$ cat config.mk
export PLATFORM = sky130hd
export DESIGN_NAME = ctrl_pipe
export DESIGN_NICKNAME = d
export VERILOG_FILES = /design/src/rtl/pipe_pkg.sv /design/src/rtl/pipe_reg.sv /design/src/rtl/ctrl_pipe.sv
export SDC_FILE = /design/constraint.sdc
export NUM_CORES = 1
export LEC_CHECK = 0
export ABC_AREA = 1
export CAP_MARGIN = 20
export CELL_PAD_IN_SITES_DETAIL_PLACEMENT = 1
export CELL_PAD_IN_SITES_GLOBAL_PLACEMENT = 2
export CORE_ASPECT_RATIO = 1.75
export CORE_UTILIZATION = 27
export DETAILED_ROUTE_END_ITERATION = 12
export GPL_ROUTABILITY_DRIVEN = 0
export HOLD_SLACK_MARGIN = 0.08
export PLACE_DENSITY = 0.93
export SLEW_MARGIN = 40
export SYNTH_ARGS = -nofsm -noshare
export SYNTH_HDL_FRONTEND = slang
export SYNTH_SLANG_ARGS = --single-unit
$ cat constraint.sdc
create_clock -name clk -period 2.65 [get_ports clk]
set_input_delay 0.53 -clock clk [delete_from_list [all_inputs] [get_ports clk]]
set_output_delay 0.53 -clock clk [all_outputs]
set_load 0.005 [all_outputs]
$ cat src/rtl/pipe_pkg.sv
// Shared control-word definitions for the pipelined core.
// The control pipeline itself is width-generic; these types pin the core's layout.
package pipe_pkg;

    localparam int CTRL_W = 14;

    typedef struct packed {
        logic       RegWrite;
        logic [1:0] ResultSrc;
        logic       MemWrite;
        logic [4:0] ALUControl;
        logic [1:0] ALUSrc_A;
        logic       ALUSrc_B;
        logic [1:0] PCSrc;
    } ctrl_t;

    // All-zero word: RegWrite and MemWrite deasserted, so a bubble is harmless.
    localparam ctrl_t BUBBLE = '0;

endpackage

$ cat src/rtl/pipe_reg.sv
// One control pipeline stage: a valid bit plus a control word.
// Priority is reset, then bubble, then hold, then load.
module pipe_reg #(
    parameter int WIDTH = 14
) (
    input  logic             clk,
    input  logic             rst,
    input  logic             bubble_i,
    input  logic             hold_i,
    input  logic             vld_i,
    input  logic [WIDTH-1:0] ctrl_i,
    output logic             vld_o,
    output logic [WIDTH-1:0] ctrl_o
);

    logic             vld_q, vld_d;
    logic [WIDTH-1:0] ctrl_q, ctrl_d;

    always_comb begin
        vld_d  = vld_q;
        ctrl_d = ctrl_q;
        if (bubble_i) begin
            vld_d  = 1'b0;
            ctrl_d = '0;
        end else if (!hold_i) begin
            vld_d  = vld_i;
            ctrl_d = ctrl_i;
        end
    end

    always_ff @(posedge clk) begin
        if (rst) begin
            vld_q  <= 1'b0;
            ctrl_q <= '0;
        end else begin
            vld_q  <= vld_d;
            ctrl_q <= ctrl_d;
        end
    end

    assign vld_o  = vld_q;
    assign ctrl_o = ctrl_q;

endmodule

$ cat src/rtl/ctrl_pipe.sv
// Generic control-signal pipeline: NSTAGE stages with per-stage flush,
// load-use bubble insertion and a counter-driven multi-cycle hold of stage 0.
module ctrl_pipe
    import pipe_pkg::*;
#(
    parameter int NSTAGE = 3,
    parameter int WIDTH  = CTRL_W,
    parameter int LATW   = 5
) (
    input  logic                    clk,
    input  logic                    rst,
    input  logic                    in_valid,
    input  logic [WIDTH-1:0]        in_ctrl,
    input  logic                    stall_d,
    input  logic [NSTAGE-1:0]       flush,
    input  logic                    mc_start,
    input  logic [LATW-1:0]         mc_lat,
    output logic                    in_ready,
    output logic                    busy,
    output logic [NSTAGE-1:0]       stg_valid,
    output logic [NSTAGE*WIDTH-1:0] stg_ctrl
);

    logic [LATW-1:0]              cnt_q, cnt_d;
    logic [NSTAGE-1:0]            bub, hold, vld_in, vld_out;
    logic [NSTAGE-1:0][WIDTH-1:0] ctrl_in, ctrl_out;
    logic                         load0;

    assign busy     = (cnt_q != '0);
    assign in_ready = !rst && !busy && !stall_d;
    assign load0    = !flush[0] && !busy && !stall_d;

    always_comb begin
        bub        = '0;
        hold       = '0;
        vld_in     = '0;
        ctrl_in    = '0;
        // Stall only bubbles stage 0 when no hold is active; the hold wins.
        bub[0]     = flush[0] || (!busy && stall_d);
        hold[0]    = busy;
        vld_in[0]  = in_valid;
        ctrl_in[0] = in_valid ? in_ctrl : '0;
        for (int i = 1; i < NSTAGE; i++) begin
            bub[i]     = flush[i] || ((i == 1) && busy);
            vld_in[i]  = vld_out[i-1];
            ctrl_in[i] = ctrl_out[i-1];
        end
    end

    always_comb begin
        cnt_d = cnt_q;
        if (flush[0]) begin
            cnt_d = '0;
        end else if (busy) begin
            cnt_d = cnt_q - LATW'(1);
        end else if (load0 && in_valid && mc_start) begin
            cnt_d = mc_lat;
        end
    end

    always_ff @(posedge clk) begin
        if (rst) begin
            cnt_q <= '0;
        end else begin
            cnt_q <= cnt_d;
        end
    end

    for (genvar g = 0; g < NSTAGE; g++) begin : g_stage
        pipe_reg #(
            .WIDTH (WIDTH)
        ) u_reg (
            .clk      (clk),
            .rst      (rst),
            .bubble_i (bub[g]),
            .hold_i   (hold[g]),
            .vld_i    (vld_in[g]),
            .ctrl_i   (ctrl_in[g]),
            .vld_o    (vld_out[g]),
            .ctrl_o   (ctrl_out[g])
        );
    end

    assign stg_valid = vld_out;
    assign stg_ctrl  = ctrl_out;

endmodule

# After elaboration in Yosys (flattened, before gate mapping)
# Index checks and enable logic that the tools add are counted.
# word_totals
ff_bits,50
word_cells,30
inputBits,27
output_inout_bits,47
# classes
n_addsub,1
n_reduce_logical,19
n_mux,3
# op_table
op,count
two-way mux 14 bit,1
two-way mux 5 bit,2
OR reduction 2 bit,4
logical AND 1 bit,7
nonzero test 5 bit,1
"subtractor 5 x 1 -> 5 bit, second input constant",1
logical NOT 1 bit,4
logical OR 1 bit,2
nonzero test 2 bit,1

# Longest topological paths before layout
# Gate-level depths: netlist of run 1.
# logic_depth
depth_word,8
ltp_mapped,8
ltp_nobuf,7

# Cells and area by module
# A second synthesis of run 1 with hierarchy kept.
# unflattened
cells_unflattened,365
hier_area_um2,2421.1
# by_module_without_submodules
module,n_inst,area_per_inst_um2,cells_each,seq_area_each_um2
pipe_reg,3,649.4,95,300.3
ctrl_pipe,1,473.0,80,100.1

# Least setup slack after synthesis of run 1
# Ideal clock, no wire load.
# synth_path
path_kind,reg2out
from,register cnt_q[0]
to,output in_ready
path_stages_with_launch,6
path_buffers,1
required_time_ns,2.120
path_slack_ns,0.994
arrival_ns,1.126
path_cell_list,dfxtp_1 -> inv_1 -> ha_1 -> nand3b_4 -> buf_2 -> nor3_1
# synth_between
elab_chain_cells,4
# synth_rtl
item,line_no,source
start: declaration,ctrl_pipe.sv:24,"logic [LATW-1:0] cnt_q, cnt_d;"
start signal: assignment,ctrl_pipe.sv:65,cnt_q <= cnt_d;
nonzero test 5 bit,ctrl_pipe.sv:29,assign busy = (cnt_q != '0);
via busy,ctrl_pipe.sv:19,"output logic busy,"
logical NOT 1 bit,n/a,
logical AND 1 bit (2 in series),ctrl_pipe.sv:30,assign in_ready = !rst && !busy && !stall_d;
end: declaration,ctrl_pipe.sv:18,"output logic in_ready,"
# The timed path passes the listed nets, and every way through them passes these cells.

# Final worst setup path of run 1
# layout_path
from,register cnt_q[1]
to,output in_ready
# layout_between
elab_chain_cells,4
# layout_rtl
item,line_no
nonzero test 5 bit,ctrl_pipe.sv:29
logical NOT 1 bit,n/a
logical AND 1 bit (2 in series),ctrl_pipe.sv:30
# Every way passes these cells.

==> run_results.csv, run 1 <==
group,metric,value,unit
status,status,"complete, no violations",
critical_path,worst-path-buf-inv,2,
critical_path,start_kind,"flop",
synth,synth_nets,273,
cts,cts_buffers,5,
synth,synthCells,245,
cts,cts_setup_buffers,0,
cells_and_area,multi_input_area,664,um2
synth,yosysTopAreaCell,"dfxtp_1",
timing,grt_setup_unrepaired,"false",
grt,track_usage,13.3,%
timing,post-route-min-period,2490,ps
critical_path,cp_data_arrival_time,1960,ps
floorplan,dieWidth,68.7,um
timing,worst_pin_slew,421,ps
grt,gr-total-overflow,0,
floorplan,start_util,27.7,%
worst_hold_path,hp-class,"reg2reg",
drt,drc,0,
cts,insertion_delay,290,ps
timing,fin_crit_sh,93.8,%
drt,drt_iter0_markers,35,
cells_and_area,regArea,1000,um2
cells_and_area,final_cell_mix,"clkdlybuf4s50_1 (73), dfxtp_1 (50), inv_1 (39)",
power,peakVddDrop,0.226,mV
cts,post_cts_resized,1,
critical_path,slowest_delay,550,ps
placement,dp_hpwl,3610,um
critical_path,critical_path.top_delay_family,"buffers and inverters",
floorplan,io_pins,74,
cells_and_area,layout.nets,316,
cells_and_area,drive_gt1_share,17.6,%
synth,yosysSeqAreaShare,47.7,%
synth,syn_area_per_cell,8.57,um2
critical_path,cp.required,2120,ps
cts,cts_tree,"yes",
critical_path,crit_chain,"inv_1 -> ha_2 -> nand3b_4 -> nor3_1 -> clkdlybuf4s50_1",
timing,slew_violations,0,
synth,syn_area,2100,um2
floorplan,die_h,119,um
cells_and_area,final_cells,377,
drt,dr_total_vias,1555,
placement,dp.cells,368,
cells_and_area,syn2layout_area_growth,33.7,%
critical_path,worstPathMaxFanout,11,
grt,antenna_found_initial,0,
power,power.total,2.03,mW
floorplan,die-area,8150,um2
floorplan,rows,42,
critical_path,critical_path_class,"reg2out",
drt,wire_per_inst,12.3,um
synth,ys_seq_elements,50,
critical_path,crit_path_top_delay_cell,"clkdlybuf4s50_1",
drt,first_pass_iters,2,
cts,clk_pin_slew,60,ps
synth,ys_top_cells_by_area,"dfxtp_1 (48%), buf_4 (11%), inv_1 (7.0%)",
cts,cts_sinks,50,
power,p_per_area,722,nW/um2
grt,grt_pass1_wl,7880,um
cells_and_area,diodes,0,
placement,port-buffer-count,73,
cells_and_area,fillerInstances,904,
timing,holdWs,424,ps
timing,setup_viol,0,
flow_run,maxCapViolCount,0,
floorplan,core,7570,um2
critical_path,cp-end-kind,"primary output",
grt,grt_max_degree,16,
cts,ctsHoldBuffers,0,
synth,synth_cell_type_count,25,
timing,maxClockFrequency,0.402,GHz
synth,synth_top_area_share,47.7,%
timing,fin_skew,1.96,ps
timing,fin_tns_setup,0,ps
grt,grt_pass1_vias,1645,
power,leakagePower,0.992,nW
cts,cts_buffer_depth,2,
timing,max-slew-margin-rel,71.9,%
synth,yosys_warnings,0,
cells_and_area,layout_commonest_cell,"clkdlybuf4s50_1",
drt,vias_per_cell,4.12,
drt,wl,4630,um
cts,cts_root_buf,"clkbuf_16",
drt,antenna_left,0,
cts,htreeDepth,2,
timing,timing.final.hold_violations,0,
[cells in the mapped netlist, drive strengths merged]
cell type	n
a21oi	19
buf	37
clkbuf	1
dfxtp	50
ha	1
inv	40
nand2	47
nand3	7
nand3b	1
nand4	1
nor2	38
nor3	1
or2	1
xor2	1
[tightest hold or removal path: stages (launching register included)]
cell	delay, ps
dfxtp_1	310
inv_1	40
nor2_1	30
[final timing paths]
kind	start	to	slack [ps]	cells past startpoint
setup / recovery	cnt_q[1]	in_ready	160	5
hold / removal	g_stage[1].u_reg.ctrl_o[1]	g_stage[2].u_reg.ctrl_o[1]	420	2
setup reg to reg	cnt_q[1]	g_stage[0].u_reg.ctrl_o[0]	1040	6
hold reg to reg	g_stage[1].u_reg.ctrl_o[1]	g_stage[2].u_reg.ctrl_o[1]	420	2
[layout make-up]
type	instances	area share, %
clock buffer	6	4.95
tap	88	3.92
clock inverter	2	0.446
timing repair buffer	73	26.0
multi-input combinational	118	23.7
inverter	40	5.35
sequential	50	35.7
[flip-flops by register name, summed over array words and instances, names as in the netlist]
signal and count:
g_stage.u_reg.ctrl_o 42, g_stage.u_reg.vld_o 3, cnt_q 5
[cells by family (layout without fill, tap and decap cells)]
group	after synthesis	after routing	share of synthesized area (%)
buf+inv	78	121	21.3
flops	50	50	47.7
simple gates	96	97	23.5
xor+xnor	1	1	0.417
fa+ha+maj	1	1	0.596
compound gates	19	19	6.50
[stage by stage]
| step | instance area [um2] | util [%] | worst slack (ps) |
|---|---|---|---|
| 6_report | 2810 | 37.1 | 165 |
| 5_1_grt | 2810 | 37.1 | 13.1 |
| 4_1_cts | 2810 | 37.1 | 86.5 |
| 3_5_place_dp | 2640 | 34.9 | 298 |
| 3_3_place_gp | 2640 | 34.9 | 369 |
| 2_1_floorplan | 2100 | - | 994 |
[report_power, final]
part	total (mW)	switching (mW)	internal [mW]	leakage, nW
registers	0.817	0.0304	0.786	0.404
clock network	0.640	0.267	0.374	0.0729
logic	0.571	0.352	0.219	0.515
total	2.03	0.649	1.38	0.992
[per-layer routing]
metal / global-route usage [%] / vias up / part of all wire (%)
met2: 23.8 / 49 / 57
met1: 12.8 / 712 / 35
met4: 8.98 / 0 / 4.9
met3: 2.51 / 16 / 3.5
met5: 0 / - / 0
li1: - / 778 / -
Power figures use the tool's default switching activity.
==> run 2: changes to the inputs <==
- PLACE_DENSITY: 0.93 -> not set
- PLACE_DENSITY_LB_ADDON: not set -> 0.1
==> run 2 against run 1 <==
Against the previous run: power is 4.3% higher; routed wire length is 1.1% lower; non-clock buffer count is 1 higher; sequential power hardly changed; first-iteration DRC count is 69% higher; critical path depth stayed put; combinational power is 0.7% higher.
==> run_results.csv, run 2 (synthesized netlist as in run 1, its figures left out) <==
group,metric,value,unit
grt,track_usage,12.7,%
cells_and_area,fin_util,37.2,%
grt,grt_max_degree,16,
power,peakVddDrop,0.271,mV
power,pwr-share-seq,38.5,%
drt,highest_layer,"met4",
placement,dp.cells,369,
cells_and_area,final_cell_mix,"clkdlybuf4s50_1 (73), dfxtp_1 (50), inv_1 (39)",
timing,fin_skew,4.43,ps
cells_and_area,diodes,0,
timing,holdWs,425,ps
critical_path,crit_chain,"inv_1 -> ha_1 -> nand3b_4 -> nor3_1 -> clkdlybuf4s50_1",
floorplan,die-area,8150,um2
critical_path,cp-end-kind,"primary output",
flow_run,maxCapViolCount,0,
grt,grt_pass1_vias,1526,
critical_path,crit_path_top_delay_cell,"clkdlybuf4s50_1",
timing,fin_crit_sh,88.8,%
cts,clk_pin_slew,70,ps
drt,drt_iter0_markers,59,
drt,drt-met1-wl,1680,um
drt,met2_length,2600,um
critical_path,cp.required,2120,ps
cts,cts_tree,"yes",
drt,wl,4580,um
cells_and_area,stdcell_area,2820,um2
timing,postLayoutSetupSlackWorst,296,ps
cts,cts_setup_buffers,0,
power,leakagePower,0.991,nW
timing,timing.final.hold_violations,0,
timing,post-route-min-period,2350,ps
critical_path,worstPathMaxFanout,8,
cts,htreeDepth,2,
critical_path,slowest_delay,520,ps
timing,fin_tns_setup,0,ps
power,power.total,2.11,mW
placement,place_ws,402,ps
timing,setup_viol,0,
floorplan,start_util,27.7,%
placement,dp_hpwl,3560,um
cts,cts_root_buf,"clkbuf_16",
drt,wl_met3,200,um
timing,slew_violations,0,
cts,cts_sinks,50,
power,p_per_area,751,nW/um2
placement,port-buffer-count,73,
grt,grt_pass1_wl,7460,um
cts,cts_buffers,5,
drt,antenna_left,0,
power,combPwrFrac,27.2,%
drt,wire_per_inst,12.1,um
cells_and_area,largest_register_ffs,42,
drt,drc,0,
drt,vias_per_cell,4.03,
grt,gr-total-overflow,0,
cts,ctsHoldBuffers,0,
floorplan,rows,42,
cells_and_area,layout.nets,316,
power,p_int,1.46,mW
floorplan,dieWidth,68.7,um
power,power_switching_share,31.2,%
floorplan,die_h,119,um
critical_path,critical_path_class,"reg2out",
floorplan,core,7570,um2
grt,antenna_found_initial,0,
critical_path,cp_data_arrival_time,1820,ps
power,p_clk_share,34.3,%
critical_path,start_kind,"flop",
cells_and_area,fillerInstances,908,
timing,worst_pin_slew,421,ps
cts,cts_buffer_depth,2,
cells_and_area,drive_gt1_share,17.0,%
cts,insertion_delay,290,ps
timing,max-slew-margin-rel,71.8,%
cells_and_area,final_cells,377,
status,status,"complete, no violations",
cells_and_area,syn2layout_area_growth,34.1,%
floorplan,io_pins,74,
drt,dr_total_vias,1519,
power,p_switching,0.659,mW
cells_and_area,layout_commonest_cell,"clkdlybuf4s50_1",
timing,grt_setup_unrepaired,"false",
placement,dpl_cell_area,2650,um2
cts,post_cts_resized,0,
drt,first_pass_iters,3,
worst_hold_path,hp-class,"reg2reg",
timing,maxClockFrequency,0.425,GHz
## run 2: layout make-up
cell class	instances	area [um2]	share of cell area, %
clock buffer	6	129	4.58
sequential	50	1000	35.5
timing repair buffer	74	738	26.2
inverter	40	150	5.33
tap	88	110	3.91
clock inverter	2	37.5	1.33
multi-input combinational	117	651	23.1
## run 2: power by group through the flow
stage               clock (mW)  sequential (mW)  combinational (mW)
CTS                      0.754            0.815               0.598
global placement             0            0.831               0.592
finish                   0.725            0.814               0.575
detailed placement           0            0.833               0.594
floorplan                    0            0.824               0.432
global route             0.785            0.819               0.648
## run 2: worst max-delay path: cells and delay by family, from the launching register on
kind          cells  cell delay [ps]
flops             1              320
buf+inv           2              610
simple gates      2              330
fa+ha+maj         1              270
## run 2: layer usage
| layer | up-vias | GRT usage, % |
|---|---|---|
| met1 | 691 | 12.9 |
| met4 | 0 | 5.86 |
| met2 | 45 | 23.0 |
| met3 | 6 | 2.70 |
| met5 | - | 0 |
| li1 | 777 | - |
## run 2: path summary, 6_finish.rpt
kind                              startpoint                          to  slack (ps)  depth (start not counted)
setup / recovery                    cnt_q[0]                    in_ready         300                          5
hold / removal    g_stage[1].u_reg.ctrl_o[5]  g_stage[2].u_reg.ctrl_o[5]         420                          2
setup reg to reg                    cnt_q[0]  g_stage[1].u_reg.ctrl_o[3]         920                          7
hold reg to reg   g_stage[1].u_reg.ctrl_o[5]  g_stage[2].u_reg.ctrl_o[5]         420                          2
